`src/rtl/exu_div_wb.sv`:
```
// exu_div_wb: writeback stage behind the EXU divider.
// Holds the destination tag of the single in-flight divide, captures the
// divider result one cycle after finish, and presents it on the shared
// valid/ready writeback port until it is accepted.
module exu_div_wb #(
    parameter int TAG_W = 5
) (
    input  logic             clk,
    input  logic             rst,
    input  logic             div_issue_valid,
    input  logic [TAG_W-1:0] div_issue_rd,
    output logic             div_issue_ready,
    input  logic             flush_lower,
    input  logic             div_finish,
    input  logic             div_finish_early,
    input  logic [31:0]      div_out,
    output logic             wb_valid,
    output logic [TAG_W-1:0] wb_rd,
    output logic [31:0]      wb_data,
    input  logic             wb_ready,
    output logic             div_busy,
    output logic [5:0]       div_lat,
    output logic             div_early_ff
);

    typedef enum logic [1:0] {
        IDLE = 2'd0,
        BUSY = 2'd1,
        CAPT = 2'd2,
        HOLD = 2'd3
    } state_t;

    state_t           state_q;
    logic [TAG_W-1:0] tag_q;
    logic [5:0]       cnt_q;
    logic [5:0]       cnt_d;
    logic             early_q;
    logic             issue_ready_q;
    logic             busy_q;
    logic             wb_valid_q;
    logic [TAG_W-1:0] wb_rd_q;
    logic [31:0]      wb_data_q;
    logic [5:0]       div_lat_q;
    logic             div_early_ff_q;

    // Unsigned 6-bit increment that sticks at the all-ones value.
    function automatic logic [5:0] sat_inc6(input logic [5:0] v);
        if (v == 6'd63) begin
            return v;
        end
        return v + 6'd1;
    endfunction

    // Busy-cycle count including the current cycle.
    assign cnt_d = sat_inc6(cnt_q);

    // Divide tracking FSM with registered outputs. The divider result is only
    // valid in the cycle after finish, hence the one-cycle CAPT state.
    always_ff @(posedge clk or posedge rst) begin
        if (rst) begin
            state_q        <= IDLE;
            tag_q          <= '0;
            cnt_q          <= '0;
            early_q        <= 1'b0;
            issue_ready_q  <= 1'b1;
            busy_q         <= 1'b0;
            wb_valid_q     <= 1'b0;
            wb_rd_q        <= '0;
            wb_data_q      <= '0;
            div_lat_q      <= '0;
            div_early_ff_q <= 1'b0;
        end else begin
            case (state_q)
                IDLE: begin
                    // A divide issued in a flush cycle is dropped.
                    if (div_issue_valid && !flush_lower) begin
                        tag_q         <= div_issue_rd;
                        cnt_q         <= '0;
                        state_q       <= BUSY;
                        issue_ready_q <= 1'b0;
                        busy_q        <= 1'b1;
                    end
                end
                BUSY: begin
                    cnt_q <= cnt_d;
                    // Flush takes priority over a coincident finish.
                    if (flush_lower) begin
                        state_q       <= IDLE;
                        issue_ready_q <= 1'b1;
                        busy_q        <= 1'b0;
                    end else if (div_finish) begin
                        early_q <= div_finish_early;
                        state_q <= CAPT;
                    end
                end
                CAPT: begin
                    // Divide has completed; flush no longer applies.
                    wb_data_q      <= div_out;
                    wb_rd_q        <= tag_q;
                    div_lat_q      <= cnt_q;
                    div_early_ff_q <= early_q;
                    wb_valid_q     <= 1'b1;
                    state_q        <= HOLD;
                end
                HOLD: begin
                    if (wb_ready) begin
                        wb_valid_q    <= 1'b0;
                        state_q       <= IDLE;
                        issue_ready_q <= 1'b1;
                        busy_q        <= 1'b0;
                    end
                end
                default: begin
                    state_q       <= IDLE;
                    wb_valid_q    <= 1'b0;
                    issue_ready_q <= 1'b1;
                    busy_q        <= 1'b0;
                end
            endcase
        end
    end

    assign div_issue_ready = issue_ready_q;
    assign div_busy        = busy_q;
    assign wb_valid        = wb_valid_q;
    assign wb_rd           = wb_rd_q;
    assign wb_data         = wb_data_q;
    assign div_lat         = div_lat_q;
    assign div_early_ff    = div_early_ff_q;

endmodule

```
`config.mk`:
```
export PLATFORM = sky130hd
export DESIGN_NAME = exu_div_wb
export DESIGN_NICKNAME = d
export VERILOG_FILES = /design/src/rtl/exu_div_wb.sv
export SDC_FILE = /design/constraint.sdc
export NUM_CORES = 1
export LEC_CHECK = 0
export BUFFER_PORTS_ARGS = -buffer_cell sky130_fd_sc_hd__buf_2
export CAP_MARGIN = 40
export CORE_UTILIZATION = 28
export DETAILED_ROUTE_END_ITERATION = 8
export SYNTH_ARGS = -nofsm -noshare
export SYNTH_HDL_FRONTEND = slang
export SYNTH_SLANG_ARGS = --single-unit
```
`constraint.sdc`:
```
create_clock -name clk -period 1.84 [get_ports clk]
set_input_delay 0.368 -clock clk [delete_from_list [all_inputs] [get_ports clk]]
set_output_delay 0.368 -clock clk [all_outputs]
set_load 0.01 [all_outputs]
```
==> results.txt, run 1 <==
Synthesized area per cell: 15.0 sq um. The most common cell in the synthesized netlist is dfrtp_1. Net switching is 32.9% of the power. The number of pins with negative max-slew slack in the final report is 0, and the power per cell area is 1680 mW/mm^2. In the final routed layout, each cell accounts on average for 12.7 um. For this design the total switching power over the nets is 1810 uW. Setup repair after global routing left no endpoint under its margin. Yosys mapped a number of flops with a built-in enable equal to 0.

Yosys attributes the largest share of cell area to dfrtp_1, mux2_1, buf_6, dfstp_2, a21oi_1. Slew of the pin with the lowest slew margin: 0.436 ns. The run gives 313 as the net total in the final layout. For the number of distinct library cell variants in the gate-level netlist after synthesis, the log shows 37.

The H-tree was split into 3 levels. The start-to-end type of the worst setup path is flop to flop. The number of nets in the synthesized netlist is 210. The remaining number of nets flagged by the antenna check after routing came out at 0. The clock latency reported for the late side of the worst-skew pair was 0.33 ns.

The worst path uses 83.9% of the clock period. After detailed routing, the total wire length is 4790 um. The tools report the starting density of the core as 29.6%. The clock-pin slew reported for the worst setup and hold paths after clock tree synthesis is 0.07 ns.

IR analysis of the VDD net gives a maximum drop of 0.000622 V. Sequential cells account for 42.6% of the total power. The worst setup path is captured at a flop. The worst min-delay path class was input port to flop. Row generation in the floorplan step produced 33 rows. The core region is 0.00838 sq mm. In this run the tightest slew margin relative to its limit is 70.9%.

The detailed router placed 1703 vias in this run. The startpoint identified for the worst hold timing path is div_finish_early. The length of the first detailed-routing pass in iterations was 4; the number of max-cap violations was 0. The internal portion of the total power is 3700 uW. The arrival time of the worst setup path came out at 1.75 ns. The HPWL after detailed placement is 3550 um. For the post-cts gate resize count, the log shows 0.

The run finished with clean final reports. No sink is reached through more buffers than the 2 on the longest clock path. The logic gate share of total power is 36.6%, and the final weighted congestion in routability-driven placement is 0.720. 0 antenna diodes ended up in the layout.

Clock tree synthesis inserted a total of 9 buffers. The initial antenna violation count is 0, and the minimum clock period after layout is 1.54 ns. The synthesized design spends more area on one cell type than any other, namely dfrtp_1. The die covers 0.00925 sq mm. In the synthesized netlist, the cells that appear most often are dfrtp_1, mux2_1, a21oi_1, buf_6. In the routed design, unresolved DRC markers number 0.

The worst clock skew on the final layout was 0.0123 ns. The tools report the startpoint class of the critical path as a flop. The total standard cell area after synthesis was 0.00248 sq mm. For this run, the total global-route usage over all layers was measured as 11.4%. The share of cells above drive strength 1 was 42.6%; the height of the chip was 96.2 um. Derived from the worst setup path, the maximum achievable clock frequency is 648 MHz. Summed over all layers, the global routing overflow is 0. For the number of failing hold endpoints at the final stage, the log shows 0. Most common flop cell mapped by yosys: dfrtp_1. 91 I/O pins were placed. Using the TritonRoute via totals, the vias-per-cell ratio works out to 4.52. The detailed router finished its first iteration with 25 violations. Portion of synthesized cell area occupied by the leading cell type: 60.5%. Flip-flop and latch count after synthesis: 61. The tools report the cell at the root of the clock tree as clkbuf_8. During synthesis, Yosys emitted a total of 0 warnings. The count of endpoints failing setup in the final report was 0.

Counting every sink on the clock net gives 61. The via count of the first global-routing pass is 1620, and the portion of the post-synthesis area used by sequential elements is 61.5%. The synthesis-to-layout area growth is 31.8%, and the part of the power in the clock network is 20.8%. Setup TNS: 0 ns. The first global-routing pass estimated 7730 um of wire. The x dimension of the die works out to 96.2 um. The fraction of registers with async set/reset was 100%. TritonCTS built the clock tree.

For the largest net degree at the start of global routing, the log shows 36. In this run the static leakage power is 0.00159 uW. For the worst setup path, the data required time is 2.04 ns. The post-synthesis cell count was 165. In this run the tool buffered the top-level ports with 90 buffer cells.

For this run, the share of the core covered by cells in the final layout is 39.0%. Of all nets on the critical path, the largest fanout is 7.
[registers in the layout, indices dropped and copies added, names as in the netlist, named ones only]
signal / cells
wb_data: 32
cnt_q: 6
div_lat: 6
tag_q: 5
wb_rd: 5
div_busy: 1
div_early_ff: 1
div_issue_ready: 1
early_q: 1
state_q: 1
wb_valid: 1
[per-stage QoR]
stage / hold WS [ns] / instances / total power (uW) / cell area (sq um) / setup slack [ns]
finish: 0.259 / 377 / 5510 / 3270 / 0.296
global route: 0.235 / 377 / 5960 / 3270 / 0.216
CTS: 0.230 / 377 / 5640 / 3270 / 0.290
global placement: 0.261 / 361 / 4370 / 3070 / 0.329
detailed placement: 0.259 / 361 / 4440 / 3070 / 0.314
floorplan: 0.454 / 165 / 3640 / 2490 / 0.410
[cells in the final DEF, fill, tap and decap left out, types with 2 or more instances in the layout]
cell type	synthesis	routed
buf_2	0	90
dfrtp_1	60	60
mux2_1	50	50
clkbuf_8	0	11
a21oi_1	5	5
buf_4	0	5
nand2_1	4	4
o21ai_0	3	3
inv_1	4	3
clkbuf_1	0	3
o221ai_1	2	2
mux2i_1	2	2
o211ai_1	2	2
nand3_1	2	2
[kinds of logic after synthesis]
logic type	Yosys count	share of synthesized area [%]
buffers and inverters	10	3.02
AO/OA/AOI/OAI	20	5.59
adder cells (fa/ha/maj)	1	0.504
AND/OR/NAND/NOR	20	5.50
multiplexers	52	23.5
XOR/XNOR	1	0.353
flip-flops	61	61.5
[area by class of cell]
| cell class | count | area [sq um] |
|---|---|---|
| inverter | 5 | 22.5 |
| multi-input combinational | 94 | 880 |
| clock inverter | 1 | 30.0 |
| timing repair buffer | 97 | 518 |
| sequential | 61 | 1530 |
| clock buffer | 14 | 163 |
| fill | 862 | 5110 |
| tap | 105 | 131 |
[critical path, stage by stage (launching register included)]
cell	delay (ns)
dfrtp_1	0.45
or3b_4	0.44
nor2_4	0.17
mux2_1	0.35
[what timing repair did]
action                                 in CTS  in global routing
hold buffers                                1                  0
endpoints found under the hold margin       3                  0
buffers inserted                            0                  0
[worst paths after layout]
kind                                                     to  slack, ns  cells after the start
worst max-delay path                   tag_q[2]$_DFFE_PP0P_       0.30                      3
worst min-delay path                    early_q$_DFFE_PP0P_       0.26                      2
worst max register to register         tag_q[2]$_DFFE_PP0P_       0.30                      3
worst min register to register  div_issue_ready$_DFFE_PP1P_       0.47                      2
max in group asynchronous           wb_data[14]$_DFFE_PP0P_       0.74                      4
min in group asynchronous            wb_data[6]$_DFFE_PP0P_       0.48                      3
[layer usage]
layer	routed length [um]	global-route usage [%]	part of all wire (%)
met1	2060	13.8	43
met2	2260	17.8	47
met3	371	4.11	7.7
met4	95	5.60	2.0
met5	0	0	0
[power by group through the flow]
stage	combinational [uW]	sequential [uW]	clock, uW
2_1_floorplan	1050	2590	0
3_3_place_gp	2020	2350	0
3_5_place_dp	2060	2380	0
4_1_cts	2070	2360	1210
5_1_grt	2250	2440	1260
6_report	2020	2340	1150
(Power assumes the default switching activity.)
==> inputs of run 2 (changes only) <==
--- a/config.mk
+++ b/config.mk
@@ -5,6 +5,7 @@
 export SDC_FILE = /design/constraint.sdc
 export NUM_CORES = 1
 export LEC_CHECK = 0
+export ABC_AREA = 1
 export BUFFER_PORTS_ARGS = -buffer_cell sky130_fd_sc_hd__buf_2
 export CAP_MARGIN = 40
 export CORE_UTILIZATION = 28
==> constraint.sdc (replaced) <==
create_clock -name clk -period 1.53 [get_ports clk]
set_input_delay 0.306 -clock clk [delete_from_list [all_inputs] [get_ports clk]]
set_output_delay 0.306 -clock clk [all_outputs]
set_load 0.01 [all_outputs]
==> run 2 against run 1 <==
Compared with the run above:
- critical path depth is 1 higher
- clock power grew 10%
- clock-buffer cell count unchanged
- sequential power is 21% higher
- setup slack lost 0.18 ns
- sequential cell count is the same
==> results.txt, run 2 <==
The net total in the final layout is 352 (+12%). The clock latency reported for the late side of the worst-skew pair is 0.33 ns (about the same). The number of flip-flops in the largest register came out at 32 (unchanged).

The flow ran to the end, and the final reports show no timing, DRC or antenna violations. The x dimension of the die was 95.8 um (-0.34%). In the synthesized netlist, the cells that appear most often are dfrtp_1, nand2_1, mux2_2. The tools report the required time at the worst-slack endpoint as 1.75 ns (-0.29 ns). The wire length of the first global-routing pass was 7730 um (about the same); the die outline area was 0.00918 sq mm (-0.69%). For the number of max-cap violations, the log shows 0 (unchanged). The number of pins with negative max-slew slack in the final report is 0 (unchanged), and the height of the chip is 95.8 um (-0.34%). The family with the most delay on the worst path was flip-flops. The post-DP HPWL is 3570 um (+0.56%). The minimum clock period after layout came out at 1.42 ns (-0.128 ns). The setup TNS is 0 ns (unchanged), and the power per cell area is 2080 mW/mm^2 (+23%).

The logs give 0 (unchanged) for the antenna diode count and 26 (-28%) for the largest net degree at the start of global routing. The detailed-route DRC error count is 0 (unchanged). Setup repair after global routing left no endpoint under its margin.

The leakage component of the power is 0.00169 uW (+6.4%). The run gives 0 (unchanged) as the final global-route overflow total. The worst setup path is captured at a flop.

The TritonCTS buffer count was 9 (unchanged); the share of cells above drive strength 1 was 49.0% (+6.4 points). The combined global-route utilization of all metal layers came out at 11.4% (about the same). Leaving out fill and tap cells, the most frequent cell in the layout is buf_2. For the post-synthesis cell count, the log shows 205 (+24%). Slew of the pin with the lowest slew margin: 0.430 ns (-0.00613 ns). The net count after synthesis came out at 250 (+19%). The flip-flop and latch count after synthesis is 61 (unchanged). Traced cell by cell, the critical path runs through inv_1, nand2_4, buf_12, mux2_2. Summed over all instances, the cell type with the most area after synthesis is dfrtp_1. The clock sink count was 61 (unchanged); the wire length after detailed routing was 4790 um (about the same).

The H-tree depth reported by CTS is 3 (unchanged), and the peak fanout along the critical path is 22 (+15). The worst setup path is of the flop to flop kind. The run gives 0 (unchanged) as the post-cts gate resize count. Count of endpoints failing setup in the final report: 0 (unchanged).

Yosys attributes the largest share of cell area to dfrtp_1, mux2_2, nand2_1, nand3_1, inv_1. The yosys synthesis warning count is 0 (unchanged). Largest stage delay on the critical path: 0.43 ns (-0.02 ns). The portion of synthesized cell area occupied by the leading cell type was 60.9% (+0.43 points). Number of failing hold endpoints at the final stage: 0 (unchanged). Mean number of vias per cell: 4.28 (-5.3%). The achievable frequency was 706 MHz (+9.1%).

The logs give 0.00309 sq mm (+0.53%) for the total placed instance area and 0.743 (+3.2%) for the final weighted congestion in routability-driven placement. The iteration-0 DRC count of the detailed router was 29 (+16%); the total standard cell area after synthesis was 0.00246 sq mm (-0.71%). The count of boundary I/O pins is 91 (unchanged), and the number of enable flip-flop cells after synthesis is 0 (unchanged). TritonCTS built the clock tree.

Worst min-delay path class: input port to flop. Number of placement rows: 33 (unchanged). The highest-delay cell along the critical path is dfrtp_1. The arrival time of the worst setup path is 1.63 ns (-0.12 ns).

Cell at the root of the clock tree: clkbuf_8. The synthesis-to-layout area growth came out at 32.6%. The library cells used most frequently in the layout, excluding fill and tap cells, are buf_2, dfrtp_1, nand2_1. The floorplan core area came out at 0.00838 sq mm (unchanged). The portion of the post-synthesis area used by sequential elements came out at 62.0% (+0.44 points). Worst hold slack after final layout: 0.193 ns (-0.0651 ns).

The number of distinct library cell variants in the gate-level netlist after synthesis was 19 (-49%). The number of vias after detailed routing is 1784 (+4.8%), and the worst clock skew on the final layout is 0.00487 ns (-0.00747 ns). The remaining number of nets flagged by the antenna check after routing was 0 (unchanged).

Worst max-slew margin expressed relative to the limit: 71.3% (+0.35 points). The clock-pin slew reported for the worst setup and hold paths after clock tree synthesis came out at 0.07 ns (about the same). The synthesized area per cell came out at 12.0 sq um (-20%).

Number of port buffers: 90 (unchanged). The ratio of final minimum period to clock period is 92.5% (+8.6 points). The most frequent cell after synthesis was dfrtp_1. Fraction of registers with async set/reset: 100% (unchanged). For the length of the first detailed-routing pass in iterations, the log shows 4 (unchanged). The tools report the final standard cell area without fillers as 0.00327 sq mm (-0.11%).

The run gives 0 (unchanged) as the initial antenna violation count. The tools report the maximum vdd drop as 0.000609 V (-2.0%). The number of buffers on the longest clock path is 2 (unchanged), and the routed wirelength normalized by instance count is 11.5 um (-9.6%).

The worst setup path is launched from a flop. The tools report the starting density of the core as 29.4% (-0.21 points). The via count of the first global-routing pass is 1695 (+4.6%), and the worst path buffer plus inverter count is 2 (+2). The most used flip-flop cell after synthesis is dfrtp_1.
## run 2: changes by cell type after synthesis, sizes merged, moves of 3 or more
cell,change
a21oi,-3
inv,+9
mux2,-10
nand2,+44
nand3,+10
nor2,+5
o21ai,+4
## run 2: logic make-up after synthesis
family / after synthesis / share of synthesized area (%)
simple gates: 71 / 12.0
flops: 61 / 62.0
buf+inv: 19 / 4.26
xor+xnor: 1 / 0.355
compound gates: 12 / 2.59
mux: 40 / 18.3
fa+ha+maj: 1 / 0.508
## run 2: per-layer routing
layer / global-route usage, % / part of all wire (%) / up-vias / routed length [um]
met5: 0 / 0 / - / 0
met4: 6.97 / 2.2 / 0 / 105
met3: 4.34 / 8.7 / 10 / 416
met2: 17.3 / 44 / 66 / 2090
met1: 13.6 / 45 / 828 / 2170
li1: - / - / 880 / -
## run 2: tightest hold or removal path, cell delays in order
cell and delay, ns:
buf_2 0.08, nand3_1 0.06, nand2_1 0.06
## run 2: through the flow
| stage | utilization, % | setup WS, ns | cells | total power [uW] |
|---|---|---|---|---|
| 2_1_floorplan | - | 0.335 | 205 | 4610 |
| 3_3_place_gp | 36.8 | 0.168 | 400 | 5540 |
| 3_5_place_dp | 36.8 | 0.117 | 400 | 5620 |
| 6_report | 39.0 | 0.114 | 417 | 6790 |
| 5_1_grt | 39.0 | 0.0229 | 417 | 7360 |
| 4_1_cts | 39.0 | 0.0948 | 417 | 6920 |
## run 2: timing repair
action	4_1_cts	5_1_grt
hold endpoints to repair	14	0
hold buffers	1	0
setup buffers	0	0
## run 2: layout make-up
class	instances	area (sq um)
fillers	823	5110
flip-flops and latches	61	1530
multi-input cells	125	832
repair buffers	96	548
clock buffers	14	163
well taps	105	131
inverters	14	56.3
clock inverters	2	10.0
## run 2: worst paths after layout
kind	from	to	slack, ns	cells past startpoint
min in group asynchronous	rst	div_busy$_DFFE_PP0P_	0.53	3
max in group asynchronous	rst	wb_data[11]$_DFFE_PP0P_	0.56	4
setup / recovery	state_q[0]$_DFFE_PP0P_	wb_data[10]$_DFFE_PP0P_	0.11	4
hold reg to reg	tag_q[4]$_DFFE_PP0P_	tag_q[4]$_DFFE_PP0P_	0.47	2
hold / removal	div_issue_rd[4]	tag_q[4]$_DFFE_PP0P_	0.19	3
setup reg to reg	state_q[0]$_DFFE_PP0P_	wb_data[10]$_DFFE_PP0P_	0.11	4
## run 2: power by group
part	switching, uW	internal, uW
Clock	597	673
Sequential	419	2420
Combinational	1300	1380
